--- config.mk ---
export PLATFORM = sky130hd
export DESIGN_NAME = matmul_lanes
export DESIGN_NICKNAME = d
export VERILOG_FILES = /design/src/rtl/matmul_lanes.sv
export SDC_FILE = /design/constraint.sdc
export NUM_CORES = 1
export LEC_CHECK = 0
export CORE_MARGIN = 2
export CORE_UTILIZATION = 30
export DETAILED_ROUTE_END_ITERATION = 10
export GPL_ROUTABILITY_DRIVEN = 0
export PLACE_DENSITY_LB_ADDON = 0.15
export SYNTH_ARGS = -nofsm -noshare
export SYNTH_HDL_FRONTEND = slang
export SYNTH_SLANG_ARGS = --single-unit
--- constraint.sdc ---
create_clock -name clk -period 8.4 [get_ports clk]
set_clock_uncertainty 0.15 [all_clocks]
set_input_delay 1.26 -clock clk [delete_from_list [all_inputs] [get_ports clk]]
set_output_delay 1.26 -clock clk [all_outputs]
set_load 0.01 [all_outputs]
--- src/rtl/matmul_lanes.sv ---
// Square matrix-multiply controller: LANES MAC lanes compute one row group of C per output
// column, sharing one B operand per cycle; saturated results are written serially to the C RAM.
module matmul_lanes #(
  parameter int DIM    = 8,
  parameter int LANES  = 2,
  parameter int DW     = 8,
  parameter int OUTW   = 19,
  parameter int RD_LAT = 1,
  parameter int AW     = $clog2(DIM*DIM)
) (
  input  logic                  clk,
  input  logic                  reset,
  input  logic                  start,
  output logic                  busy,
  output logic                  done,
  output logic [31:0]           cycle_count,
  output logic [LANES*AW-1:0]   a_addr,
  input  logic [LANES*DW-1:0]   a_data,
  output logic [AW-1:0]         b_addr,
  input  logic [DW-1:0]         b_data,
  output logic                  c_we,
  output logic [AW-1:0]         c_addr,
  output logic [OUTW-1:0]       c_data
);
  localparam int ACCW = 2*DW + $clog2(DIM);
  localparam int PW   = 2*DW;
  localparam int NG   = DIM / LANES;
  localparam int KW   = $clog2(DIM);
  localparam int GW   = (NG > 1) ? $clog2(NG) : 1;
  localparam int LW   = (LANES > 1) ? $clog2(LANES) : 1;
  localparam int SW   = (OUTW > ACCW) ? OUTW : ACCW;

  localparam logic [KW-1:0] K_LAST = KW'(DIM-1);
  localparam logic [GW-1:0] G_LAST = GW'(NG-1);
  localparam logic [LW-1:0] L_LAST = LW'(LANES-1);
  localparam logic [2:0]    F_LAST = 3'(RD_LAT-1);
  localparam logic signed [SW-1:0] SAT_MAX = SW'((longint'(1) << (OUTW-1)) - 1);
  localparam logic signed [SW-1:0] SAT_MIN = SW'(-(longint'(1) << (OUTW-1)));

  // Clamp to OUTW; when OUTW covers ACCW the bounds are never reached and this is a sign-extend.
  function automatic logic signed [OUTW-1:0] sat(input logic signed [ACCW-1:0] x);
    logic signed [SW-1:0] xe;
    xe = SW'(x);
    if (xe > SAT_MAX)      xe = SAT_MAX;
    else if (xe < SAT_MIN) xe = SAT_MIN;
    return OUTW'(xe);
  endfunction

  typedef enum logic [2:0] {S_IDLE, S_ISSUE, S_FLUSH, S_WRITE, S_DONE} state_t;

  state_t                  state_q, state_d;
  logic [KW-1:0]           k_q, k_d, c_q, c_d;
  logic [GW-1:0]           g_q, g_d;
  logic [LW-1:0]           lane_q, lane_d;
  logic [2:0]              fl_q, fl_d;
  logic                    clr, start_acc;
  logic [RD_LAT-1:0]       vld_q;
  logic signed [ACCW-1:0]  acc_q [LANES];
  logic signed [ACCW-1:0]  acc_d [LANES];
  logic signed [ACCW-1:0]  c_sel;
  logic signed [PW-1:0]    a_ext, b_ext;

  logic                    busy_q, done_q, c_we_q;
  logic [31:0]             cc_q;
  logic [LANES*AW-1:0]     a_addr_q, a_addr_d;
  logic [AW-1:0]           b_addr_q, b_addr_d, c_addr_q, c_addr_d;
  logic signed [OUTW-1:0]  c_data_q, c_data_d;

  assign start_acc = (state_q == S_IDLE) && start;

  always_comb begin
    state_d = state_q;
    k_d     = k_q;
    g_d     = g_q;
    c_d     = c_q;
    lane_d  = lane_q;
    fl_d    = fl_q;
    clr     = 1'b0;
    case (state_q)
      S_IDLE: begin
        if (start) begin
          state_d = S_ISSUE;
          k_d     = '0;
          g_d     = '0;
          c_d     = '0;
          clr     = 1'b1;
        end
      end
      S_ISSUE: begin
        if (k_q == K_LAST) begin
          state_d = S_FLUSH;
          fl_d    = '0;
        end else begin
          k_d = k_q + 1'b1;
        end
      end
      S_FLUSH: begin
        if (fl_q == F_LAST) begin
          state_d = S_WRITE;
          lane_d  = '0;
        end else begin
          fl_d = fl_q + 1'b1;
        end
      end
      S_WRITE: begin
        if (lane_q == L_LAST) begin
          clr     = 1'b1;
          k_d     = '0;
          state_d = S_ISSUE;
          if (g_q == G_LAST) begin
            g_d = '0;
            if (c_q == K_LAST) state_d = S_DONE;
            else               c_d = c_q + 1'b1;
          end else begin
            g_d = g_q + 1'b1;
          end
        end else begin
          lane_d = lane_q + 1'b1;
        end
      end
      S_DONE:  state_d = S_IDLE;
      default: state_d = S_IDLE;
    endcase
  end

  // MAC stage: operands arrive RD_LAT cycles after their issue cycle, tracked by vld_q.
  always_comb begin
    a_ext = '0;
    b_ext = PW'($signed(b_data));
    for (int l = 0; l < LANES; l++) begin
      acc_d[l] = acc_q[l];
      a_ext    = PW'($signed(a_data[l*DW +: DW]));
      if (vld_q[RD_LAT-1]) acc_d[l] = acc_q[l] + ACCW'(a_ext * b_ext);
      if (clr)             acc_d[l] = '0;
    end
  end

  // Outputs are registered from the next state; the first write lane sees the final product via acc_d.
  always_comb begin
    a_addr_d = '0;
    b_addr_d = '0;
    c_addr_d = '0;
    c_data_d = '0;
    c_sel    = '0;
    if (state_d == S_ISSUE) begin
      for (int l = 0; l < LANES; l++)
        a_addr_d[l*AW +: AW] = AW'((int'(g_d) * LANES + l) * DIM + int'(k_d));
      b_addr_d = AW'(int'(k_d) * DIM + int'(c_d));
    end
    if (state_d == S_WRITE) begin
      for (int l = 0; l < LANES; l++)
        if (lane_d == LW'(l)) c_sel = acc_d[l];
      c_addr_d = AW'((int'(g_d) * LANES + int'(lane_d)) * DIM + int'(c_d));
      c_data_d = sat(c_sel);
    end
  end

  always_ff @(posedge clk) begin
    if (reset) begin
      state_q  <= S_IDLE;
      k_q      <= '0;
      g_q      <= '0;
      c_q      <= '0;
      lane_q   <= '0;
      fl_q     <= '0;
      vld_q    <= '0;
      for (int l = 0; l < LANES; l++) acc_q[l] <= '0;
      busy_q   <= 1'b0;
      done_q   <= 1'b0;
      c_we_q   <= 1'b0;
      cc_q     <= '0;
      a_addr_q <= '0;
      b_addr_q <= '0;
      c_addr_q <= '0;
      c_data_q <= '0;
    end else begin
      state_q  <= state_d;
      k_q      <= k_d;
      g_q      <= g_d;
      c_q      <= c_d;
      lane_q   <= lane_d;
      fl_q     <= fl_d;
      vld_q    <= RD_LAT'({vld_q, state_q == S_ISSUE});
      for (int l = 0; l < LANES; l++) acc_q[l] <= acc_d[l];
      busy_q   <= (state_d == S_ISSUE) || (state_d == S_FLUSH) || (state_d == S_WRITE);
      done_q   <= (state_d == S_DONE);
      c_we_q   <= (state_d == S_WRITE);
      if (start_acc)                  cc_q <= '0;
      else if (busy_q && cc_q != '1)  cc_q <= cc_q + 32'd1;
      a_addr_q <= a_addr_d;
      b_addr_q <= b_addr_d;
      c_addr_q <= c_addr_d;
      c_data_q <= c_data_d;
    end
  end

  assign busy        = busy_q;
  assign done        = done_q;
  assign cycle_count = cc_q;
  assign a_addr      = a_addr_q;
  assign b_addr      = b_addr_q;
  assign c_we        = c_we_q;
  assign c_addr      = c_addr_q;
  assign c_data      = c_data_q;

endmodule

* Word level (Yosys, flattened, before mapping)
Memories as Yosys holds them, arrays and structs flattened.
Cells that the tools add are included.
** Storage, ports and cells
- Flip-flop bits (word level) :: 94
- Latch bits :: 0
- Memory bits (writable) :: 38
- Bits in read-only memories :: 0
- Input bits :: 27
- Output and inout port bits :: 78
- Logic and storage cells :: 106
- Memories :: 1
** Memories
- acc_q :: words 2, width 19, read ports 2, clocked after memory_dff 0, wr ports 2, RTL line 58 : logic signed [ACCW-1:0] acc_q [LANES];
** Operators by class
- $add $sub $neg :: 14
- Multipliers :: 2
- Divide/modulo/power cells :: 0
- Order comparisons :: 2
- Equality and inequality tests :: 13
- Shift-type cells :: 0
- Multiplexer cells :: 42
- Bitwise gates (word level) :: 4
- Reduce and logical (&&, ||, !) cells :: 12
** Operators by type and width (count)
- 19-bit 2-to-1 mux :: 9
- 3-bit 2-to-1 mux :: 15
- 19-bit by 16-bit adder with 19-bit output :: 2
- 32-bit by 1-bit adder with 32-bit output, second input constant :: 1
- 8-bit by 8-bit multiplier with 16-bit output :: 2
- 32-bit inequality test, second input constant :: 1
- 6-bit by 3-bit adder with 6-bit output :: 4
- 19-bit > comparator, second input constant :: 1
- 19-bit less-than comparator, second input constant :: 1
- 18-bit 2-to-1 mux :: 1
- 3-bit by 1-bit adder with 3-bit output, second input constant :: 4
- 3-bit by 2-bit equality test with 1-bit output, second input constant :: 4
- 3-bit one-hot mux with 2 select lines :: 2
- 3-bit one-hot mux with 4 select lines :: 1
- 3-bit equality test, second input constant :: 3
- 3-bit one-hot mux with 3 select lines :: 1
- 1-bit 2-to-1 mux :: 7
- 3-bit by 1-bit equality test with 1-bit output, second input constant :: 2
- 3-bit zero test :: 2
- 2-bit 2-to-1 mux :: 3
- 2-bit OR reduction :: 3
- 2-bit inequality test, second input constant :: 2
- 1-bit one-hot mux with 2 select lines :: 2
- 2-bit one-hot mux with 2 select lines :: 1
- other kinds (11) :: 15

* Depth between registers and ports, before layout
Gate-level depths: netlist (run 1).
- Depth in word-level cells :: 10
- Mapped depth :: 20
- Gate-level depth less buffers :: 19

* Worst setup path before layout (run 1)
OpenSTA, ideal clock, no wires.
- Kind :: input-to-reg
- Start :: input b_data[7]
- End :: register c_data_q[18], in the netlist c_data[18]
- Setup time :: 0.142 ns
- Arrival time :: 6.110 ns
- Data required time :: 8.108 ns
- Setup slack :: 1.998 ns
- Stages on the path :: 18
- Cell sequence :: inv_1 -> buf_1 -> nor2_1 -> fa_1 -> inv_1 -> fa_1 -> inv_1 -> fa_1 -> fa_1 -> ha_1 -> ha_1 -> a211oi_1 -> nor2_1 -> or4_1 -> o2111a_1 -> or3_1 -> nand3_1 -> a311oi_1
** On the way
- Word-level cells in the longest chain between the ends :: 8
- Elaborated cells on any way between the ends :: 14
- Those cells by class :: 2 x add/sub; 2 x mul; 2 x order compare; 7 x mux; 1 x reduce/logical
** Ends and longest elaborated chain
- from (decl) :: RTL line 20 : input logic [DW-1:0] b_data,
- 8-bit by 8-bit multiplier with 16-bit output :: RTL line 133 : if (vld_q[RD_LAT-1]) acc_d[l] = acc_q[l] + ACCW'(a_ext * b_ext);
- 19-bit by 16-bit adder with 19-bit output :: RTL line 133
- 19-bit 2-to-1 mux :: RTL line 133
- 19-bit 2-to-1 mux :: RTL line 134 : if (clr) acc_d[l] = '0;
- 19-bit 2-to-1 mux * :: RTL line 152 : if (lane_d == LW'(l)) c_sel = acc_d[l];
- 19-bit 2-to-1 mux * :: RTL line 150 : if (state_d == S_WRITE) begin
- 19-bit > comparator / 19-bit less-than comparator (equally long branches) :: RTL line 44, 45
- 3-bit OR reduction (no line) / 19-bit 2-to-1 mux (equally long branches)
- to (signal assigned) :: RTL line 193 : c_data_q <= c_data_d;
- to (decl) :: RTL line 67 : logic signed [OUTW-1:0] c_data_q, c_data_d;
Every way passes the cells marked *; elsewhere a longest branch is shown, timed or not. The select of a mux whose other input is x is not followed.
A chain may end at the register's enable or synchronous reset.

* Worst setup path after layout (run 1)
- Start :: input b_data[2]
- End :: register c_data_q[18], in the netlist c_data[18]
The elaborated chain is that of the path after synthesis.

==> results by group, run 1 <==
Min path
  • Worst Hold Class: reg2reg
  • Hold Path Stages: 2
  • Hold Crit Start: acc_q[0][24]
  • Worst hold endpoint: acc_q[0][24]

Route
  • DRC violations left: 0
  • Vias per cell: 4.60
  • WL/cell: approximately 15 um
  • DR vias: roughly 8700
  • DR pass1 iterations: 4
  • DRT iter0 DRCs: a little over 300
  • Routed Antenna Nets: 0
  • Post-detailed-routing wire length: 29300 um

Synthesis
  • Ys async rst share: 0%
  • Seq/Total Area, Yosys: a little over a fifth
  • Post-synth top cells: 203 x inv_1, 168 x fa_1, 123 x dfxtp_1, 114 x nor2_1, 98 x nand2_1
  • Area share of the largest cell type after synthesis: between 20% and 30%
  • Top-count cell post-synth: inv_1
  • Synthesized cell area: around 12000 um2
  • Post-Syn Nets: between 1500 and 2000
  • Flops & latches, synth: 123
  • Number of enable flip-flop cells after synthesis: 0
  • Top cells by area, synth: fa_1 28%, dfxtp_1 21%, ha_1 10%, inv_1 6.5%, nor2_1 3.6%
  • Distinct cells, synth: 66
  • Mapped Cells: between 1000 and 1500
  • Synth Area per Inst: just over 9 um2
  • Yosys top cell by area: fa_1
  • Top_reg_cell synth: dfxtp_1
  • Yosys warns: 0

Run
  • Max cap viols: 0

STA
  • Setup TNS: 0 ns
  • Fmax: between 100 and 150 MHz
  • Final WS setup: between 0.9 and 1 ns
  • Final worst-path cycle share: 88.5%
  • Final Hold Vio Count: 0
  • Slew HR: 26.7%
  • Unrepaired setup endpoints after global routing: no
  • Slew at the pin closest to its max-slew limit: between 1 and 1.5 ns
  • Final Setup Violations: 0
  • Max Slew Vio Count: 0
  • Min Clock Period, post-route: approximately 7.4 ns

Setup path
  • Worst endpoint required time: between 8 and 9 ns
  • Worst path top cell family by delay: adder cells
  • Worst path buffer plus inverter count: 2
  • Reg-to-reg setup timing slack: roughly 2.6 ns
  • Most common cell on crit path: fa_1
  • R2R cell count: 19
  • WP depth: 15
  • Crit. End Element: register
  • WP data arrival: between 7 and 8 ns
  • Slowest stage delay, CP: between 0.9 and 1 ns
  • CP Launch Type: input port
  • Slowest cell on crit path: clkdlybuf4s50_1
  • R2r endpoint: c_data[18]
  • CP Class: in2reg
  • Critical path cell sequence: clkdlybuf4s50_1, nand2_1, fa_1, inv_1, fa_1, fa_1, fa_1, ha_1, ha_1, nand2_1, a2111oi_0, o32ai_1, xnor2_1, nand2_1, a311oi_1
  • CP Max Fanout: 16
  • RR Startpoint: acc_q[0][23]

Clock network
  • Clock Pin Slew Worst Setup and Hold Paths: approximately 0.06 ns
  • Htree depth: 4
  • CTS tree: built
  • Postcts setup bufs: 0
  • CTS resizes: 0
  • Hold_buf cts: 0
  • Worst-case clock buffer depth: 2
  • Clk_lat worst skew: roughly 0.44 ns
  • Root Driver: clkbuf_16
  • CTS buffer count: 17
  • CTS Sinks: ~120

Placed design
  • IO Port Bufs: roughly 100
  • Post-DP HPWL: approximately 23000 um
  • DP Cell Count: ~1900
  • Post-placement cell area: between 10000 and 15000 um2
  • Place WS: about 0.48 ns

Pwr
  • Peak supply drop: between 300 and 400 uV
  • Leakage power: 6.15 nW
  • Overall Power: 4.33 mW
  • PD cells: between 300 and 400 nW/um2

Run status
  • Status: completed

Global routing
  • Gr ovfl total: 0
  • Total track usage: between 15 and 20%
  • Antenna violations before repair: 2
  • Vias in the first global route: between 9000 and 10000
  • First-pass GRT wire length: approximately 50000 um
  • Largest net degree at the start of global routing: 58

Layout
  • Synth-to-layout area growth: 18.2%
  • Share of layout cells above drive strength 1: 4.37%
  • Fin cells: approximately 1900
  • Post-route cell area: about 14000 um2
  • NumNets Final: approximately 1600
  • Fillers: about 4000
  • Number of diodes: 0

Floorplanning
  • Core Box Area: between 30000 and 40000 um2
  • Die area: between 40000 and 50000 um2
  • Chip Height: roughly 200 um
  • Starting Density: 30.5%
  • Row count: slightly above 70
  • Die X: around 200 um
  • Boundary pin count: 105
## cell type report
cell class	instances	area, um2	share of cell area [%]
Sequential cell	123	2460	17.7
Inverter	203	762	5.46
Tap cell	518	648	4.65
Multi-Input combinational cell	899	8370	60.0
Clock buffer	20	457	3.28
Timing Repair Buffer	116	1130	8.09
Clock inverter	12	115	0.825
## stage by stage
stage               util (%)  hold slack, ns
finish                  36.0           0.333
global route            36.0           0.340
CTS                     36.0           0.332
detailed placement      34.5           0.323
global placement        34.5           0.315
floorplan                  -           0.306
## cell usage in the layout (no fill, tap or decap), types with 16 or more instances in the layout
master,n
nand2_1,97
and3_1,20
fa_1,168
nand3_1,27
xor2_1,24
dfxtp_1,122
mux2i_1,19
ha_1,94
nor2b_1,16
and2_1,68
clkdlybuf4s50_1,103
a211oi_1,18
clkbuf_16,17
nor2_1,114
inv_1,203
a21oi_1,37
o21ai_0,25
xnor2_1,28
## worst min-delay path, stage by stage (launching register included)
cell and delay [ns]:
dfxtp_1 0.31, nor2_1 0.08, a211oi_1 0.05
## routing by layer
layer  wire (um)  track usage (%)  vias up
li1            -                -     4265
met1       14400             21.5     4328
met2       13900             25.0       88
met3         675             2.31       23
met4         338             3.75        0
met5           0                0        -
## cells by family after synthesis
family / after synthesis / share of synthesized area, %
multiplexers: 27 / 2.95
XOR/XNOR: 52 / 3.86
flip-flops: 123 / 20.9
buffers and inverters: 247 / 8.23
adder cells (fa/ha/maj): 262 / 38.5
AO/OA/AOI/OAI: 150 / 8.60
AND/OR/NAND/NOR: 407 / 17.0
other: 1 / 0.0318
## where the power goes
| group | internal (mW) | switching [mW] |
|---|---|---|
| registers | 0.617 | 0.0321 |
| clock network | 0.425 | 0.301 |
| logic | 1.29 | 1.67 |
| total | 2.33 | 2.00 |
## registers in the layout, summed over array words and instances, names as in the netlist
signal,cells
a_addr,4
acc_q,38
b_addr,5
busy,1
c_addr,6
c_data,19
c_q,3
c_we,1
cycle_count,32
done,1
fl_q,3
g_q,2
k_q,3
lane_q,1
state_q,3
vld_q,1
## worst max-delay path by stage
stage / startpoint / end
final: b_data[2] / c_data[18]
after global routing: b_data[2] / c_data[18]
after CTS: b_data[2] / c_data[18]
after detailed placement: b_data[2] / c_data[18]
after global placement: b_data[2] / c_data[18]
after floorplan: b_data[7] / c_data[18]
No activity file was read; power rests on OpenSTA's default activity.
==> inputs of run 2 (changes only) <==
Settings changed: CORE_MARGIN 2 to not set, CTS_CLUSTER_SIZE set to 30.
==> run 2 against run 1 <==
  * Setup slack improved by 0.29 ns
  * Critical path type unchanged
  * Sequential share of layout area about the same
  * Total power shrank 0.51%
  * Critical path depth up 1
  * Critical endpoint is now c_data[15]
  * Non-clock buffer count is the same
  * Register-to-register slack gained 0.30 ns
  * Sequential power barely moved
  * Highest routed layer unchanged
==> results by group, run 2 (synthesized netlist as in run 1, its figures left out) <==
Route
  • DRT iter0 DRCs: 287 (was 309)
  • Routed Antenna Nets: 0 (unchanged)
  • Met2 WL: 13900 um (about the same)
  • Post-detailed-routing wire length: 28900 um (was 29300 um)
  • DR pass1 iterations: 7 (was 4)
  • DR vias: 8679 (was 8704)
  • DRC violations left: 0 (unchanged)
  • Top Metal Used: met4 (unchanged)
  • Vias per cell: 4.59 (was 4.60)
  • Met3 WL: 690 um (was 675 um)
  • Met1 wire length: 14000 um (was 14400 um)
  • WL/cell: 15.3 um (was 15.5 um)

Clock network
  • Htree depth: 4 (unchanged)
  • CTS Sinks: 123 (unchanged)
  • CTS resizes: 0 (unchanged)
  • Postcts setup bufs: 0 (unchanged)
  • Worst-case clock buffer depth: 2 (unchanged)
  • Clk_lat worst skew: 0.43 ns (was 0.44 ns)
  • Hold_buf cts: 0 (unchanged)
  • Root Driver: clkbuf_16 (unchanged)
  • CTS tree: built (unchanged)
  • Clock Pin Slew Worst Setup and Hold Paths: 0.06 ns (about the same)
  • CTS buffer count: 17 (unchanged)

STA
  • Final Hold Vio Count: 0 (unchanged)
  • Final worst-path cycle share: 85.0% (was 88.5%)
  • Min Clock Period, post-route: 7.14 ns (was 7.44 ns)
  • Setup TNS: 0 ns (unchanged)
  • Slew at the pin closest to its max-slew limit: 1.03 ns (was 1.07 ns)
  • Unrepaired setup endpoints after global routing: no (unchanged)
  • Max Slew Vio Count: 0 (unchanged)
  • Final WS setup: 1.26 ns (was 0.963 ns)
  • Slew HR: 31.4% (was 26.7%)
  • Final Setup Violations: 0 (unchanged)
  • Final hold slack: 0.330 ns (was 0.333 ns)
  • Fmax: 140 MHz (was 134 MHz)

Layout
  • Flip-flop count of the largest register after layout: 38 (unchanged)
  • Share of layout cells above drive strength 1: 4.30% (was 4.37%)
  • Util after Layout: 35.9% (was 36.0%)
  • Post-route cell area: 13900 um2 (about the same)
  • Fin cells: 1891 (unchanged)
  • Number of diodes: 0 (unchanged)
  • Most frequent cells in the layout: 203 x inv_1, 168 x fa_1, 122 x dfxtp_1 (unchanged)
  • Commonest non-fill, non-tap cell in the layout: inv_1 (unchanged)
  • Synth-to-layout area growth: 18.0% (was 18.2%)
  • Largest register by flop count: acc_q (unchanged)
  • NumNets Final: 1649 (unchanged)

Setup path
  • CP Max Fanout: 12 (was 16)
  • Slowest stage delay, CP: 0.72 ns (was 0.96 ns)
  • WP data arrival: 7.28 ns (was 7.63 ns)
  • Reg-to-reg setup timing slack: 2.88 ns (was 2.58 ns)
  • Crit. End Element: register (unchanged)
  • Worst path buffer plus inverter count: 4 (was 2)
  • Most common cell on crit path: fa_1 (unchanged)
  • Worst path top cell family by delay: adder cells (unchanged)
  • CP Class: in2reg (unchanged)
  • Slowest cell on crit path: clkdlybuf4s50_1 (unchanged)
  • Critical path cell sequence: clkdlybuf4s50_1, and2_1, buf_4, inv_1, fa_1, inv_1, fa_1, fa_1, fa_1, fa_1, ha_1, a211oi_1, a2bb2oi_1, mux2_2, a221oi_1, a211oi_1 (was clkdlybuf4s50_1, nand2_1, fa_1, inv_1, fa_1, fa_1, fa_1, ha_1, ha_1, nand2_1, a2111oi_0, o32ai_1, xnor2_1, nand2_1, a311oi_1)
  • Worst endpoint required time: 8.54 ns (was 8.59 ns)
  • CP Launch Type: input port (unchanged)

Pwr
  • Combinational Power Share: 68.5% (was 68.3%)
  • Clock power frac: 16.4% (was 16.8%)
  • Share of total power in sequential cells: 15.1% (was 15.0%)
  • Sw Pwr: 2.01 mW (was 2.00 mW)
  • Leakage power: 6.15 nW (about the same)
  • Sw frac: 46.6% (was 46.2%)
  • Peak supply drop: 188 uV (was 341 uV)
  • Overall Power: 4.31 mW (was 4.33 mW)
  • PD cells: 310 nW/um2 (was 311 nW/um2)
  • P_int: 2.30 mW (was 2.33 mW)

Run
  • Max cap viols: 0 (unchanged)

Placed design
  • IO Port Bufs: 103 (unchanged)
  • Post-DP HPWL: 23200 um (about the same)
  • Place WS: 0.779 ns (was 0.485 ns)
  • DP Cell Count: 1859 (unchanged)
  • Post-placement cell area: 13400 um2 (about the same)

Floorplanning
  • Chip Height: 200 um (was 202 um)
  • Die area: 40100 um2 (was 40900 um2)
  • Die X: 200 um (was 202 um)
  • Boundary pin count: 105 (unchanged)
  • Row count: 72 (unchanged)
  • Core Box Area: 38700 um2 (unchanged)
  • Starting Density: 30.5% (unchanged)

Run status
  • Status: completed (unchanged)

Global routing
  • Largest net degree at the start of global routing: 58 (unchanged)
  • Vias in the first global route: 9065 (was 9031)
  • Gr ovfl total: 0 (unchanged)
  • Antenna violations before repair: 1 (was 2)
  • First-pass GRT wire length: 49000 um (was 49300 um)
  • Total track usage: 15.4% (about the same)

Min path
  • Worst Hold Class: reg2reg (unchanged)
run 2: cell types whose count changed in the layout (fill, tap and decap cells not counted):
cell and delta:
inv_6 +3, bufinv_16 -1, nand2_1 +1, nand2_2 -1
clkbuf_8 -1, inv_8 +2, clkinvlp_4 -1, clkinv_4 -2
run 2: layout make-up:
| type | count | area [um2] |
|---|---|---|
| Tap cell | 518 | 648 |
| Clock buffer | 19 | 443 |
| Timing Repair Buffer | 116 | 1130 |
| Fill cell | 3995 | 24800 |
| Multi-Input combinational cell | 899 | 8370 |
| Sequential cell | 123 | 2460 |
| Clock inverter | 13 | 109 |
| Inverter | 203 | 762 |
run 2: path summary, 6_finish.rpt:
kind,startpoint,end,depth (start not counted)
max,b_data[0],c_data[15],16
min,acc_q[0][24],acc_q[0][24],2
max reg2reg,acc_q[0][6],c_data[15],16
min reg2reg,acc_q[0][24],acc_q[0][24],2
run 2: power groups by stage:
stage               clock (mW)  combinational [mW]  sequential (mW)
detailed placement           0                2.96            0.665
floorplan                    0                2.31            0.652
global route             0.761                3.42            0.655
global placement             0                2.95            0.665
CTS                      0.736                2.99            0.651
finish                   0.708                2.95            0.649
run 2: worst register-to-register path, cell delays in order, from the launching register on:
cell and delay, ns:
dfxtp_1 0.33, inv_1 0.06, fa_1 0.53, inv_1 0.05
fa_1 0.49, inv_1 0.05, fa_1 0.47, inv_1 0.05
fa_1 0.47, ha_1 0.30, ha_1 0.32, a21o_1 0.22
a211oi_1 0.70, a2bb2oi_1 0.29, mux2_2 0.35, a221oi_1 0.40
a211oi_1 0.14
run 2: layer usage:
layer / global-route usage, % / vias to the layer above
met4: 3.52 / 0
met1: 21.3 / 4303
met3: 2.07 / 15
li1: - / 4263
met5: 0 / -
met2: 25.6 / 98
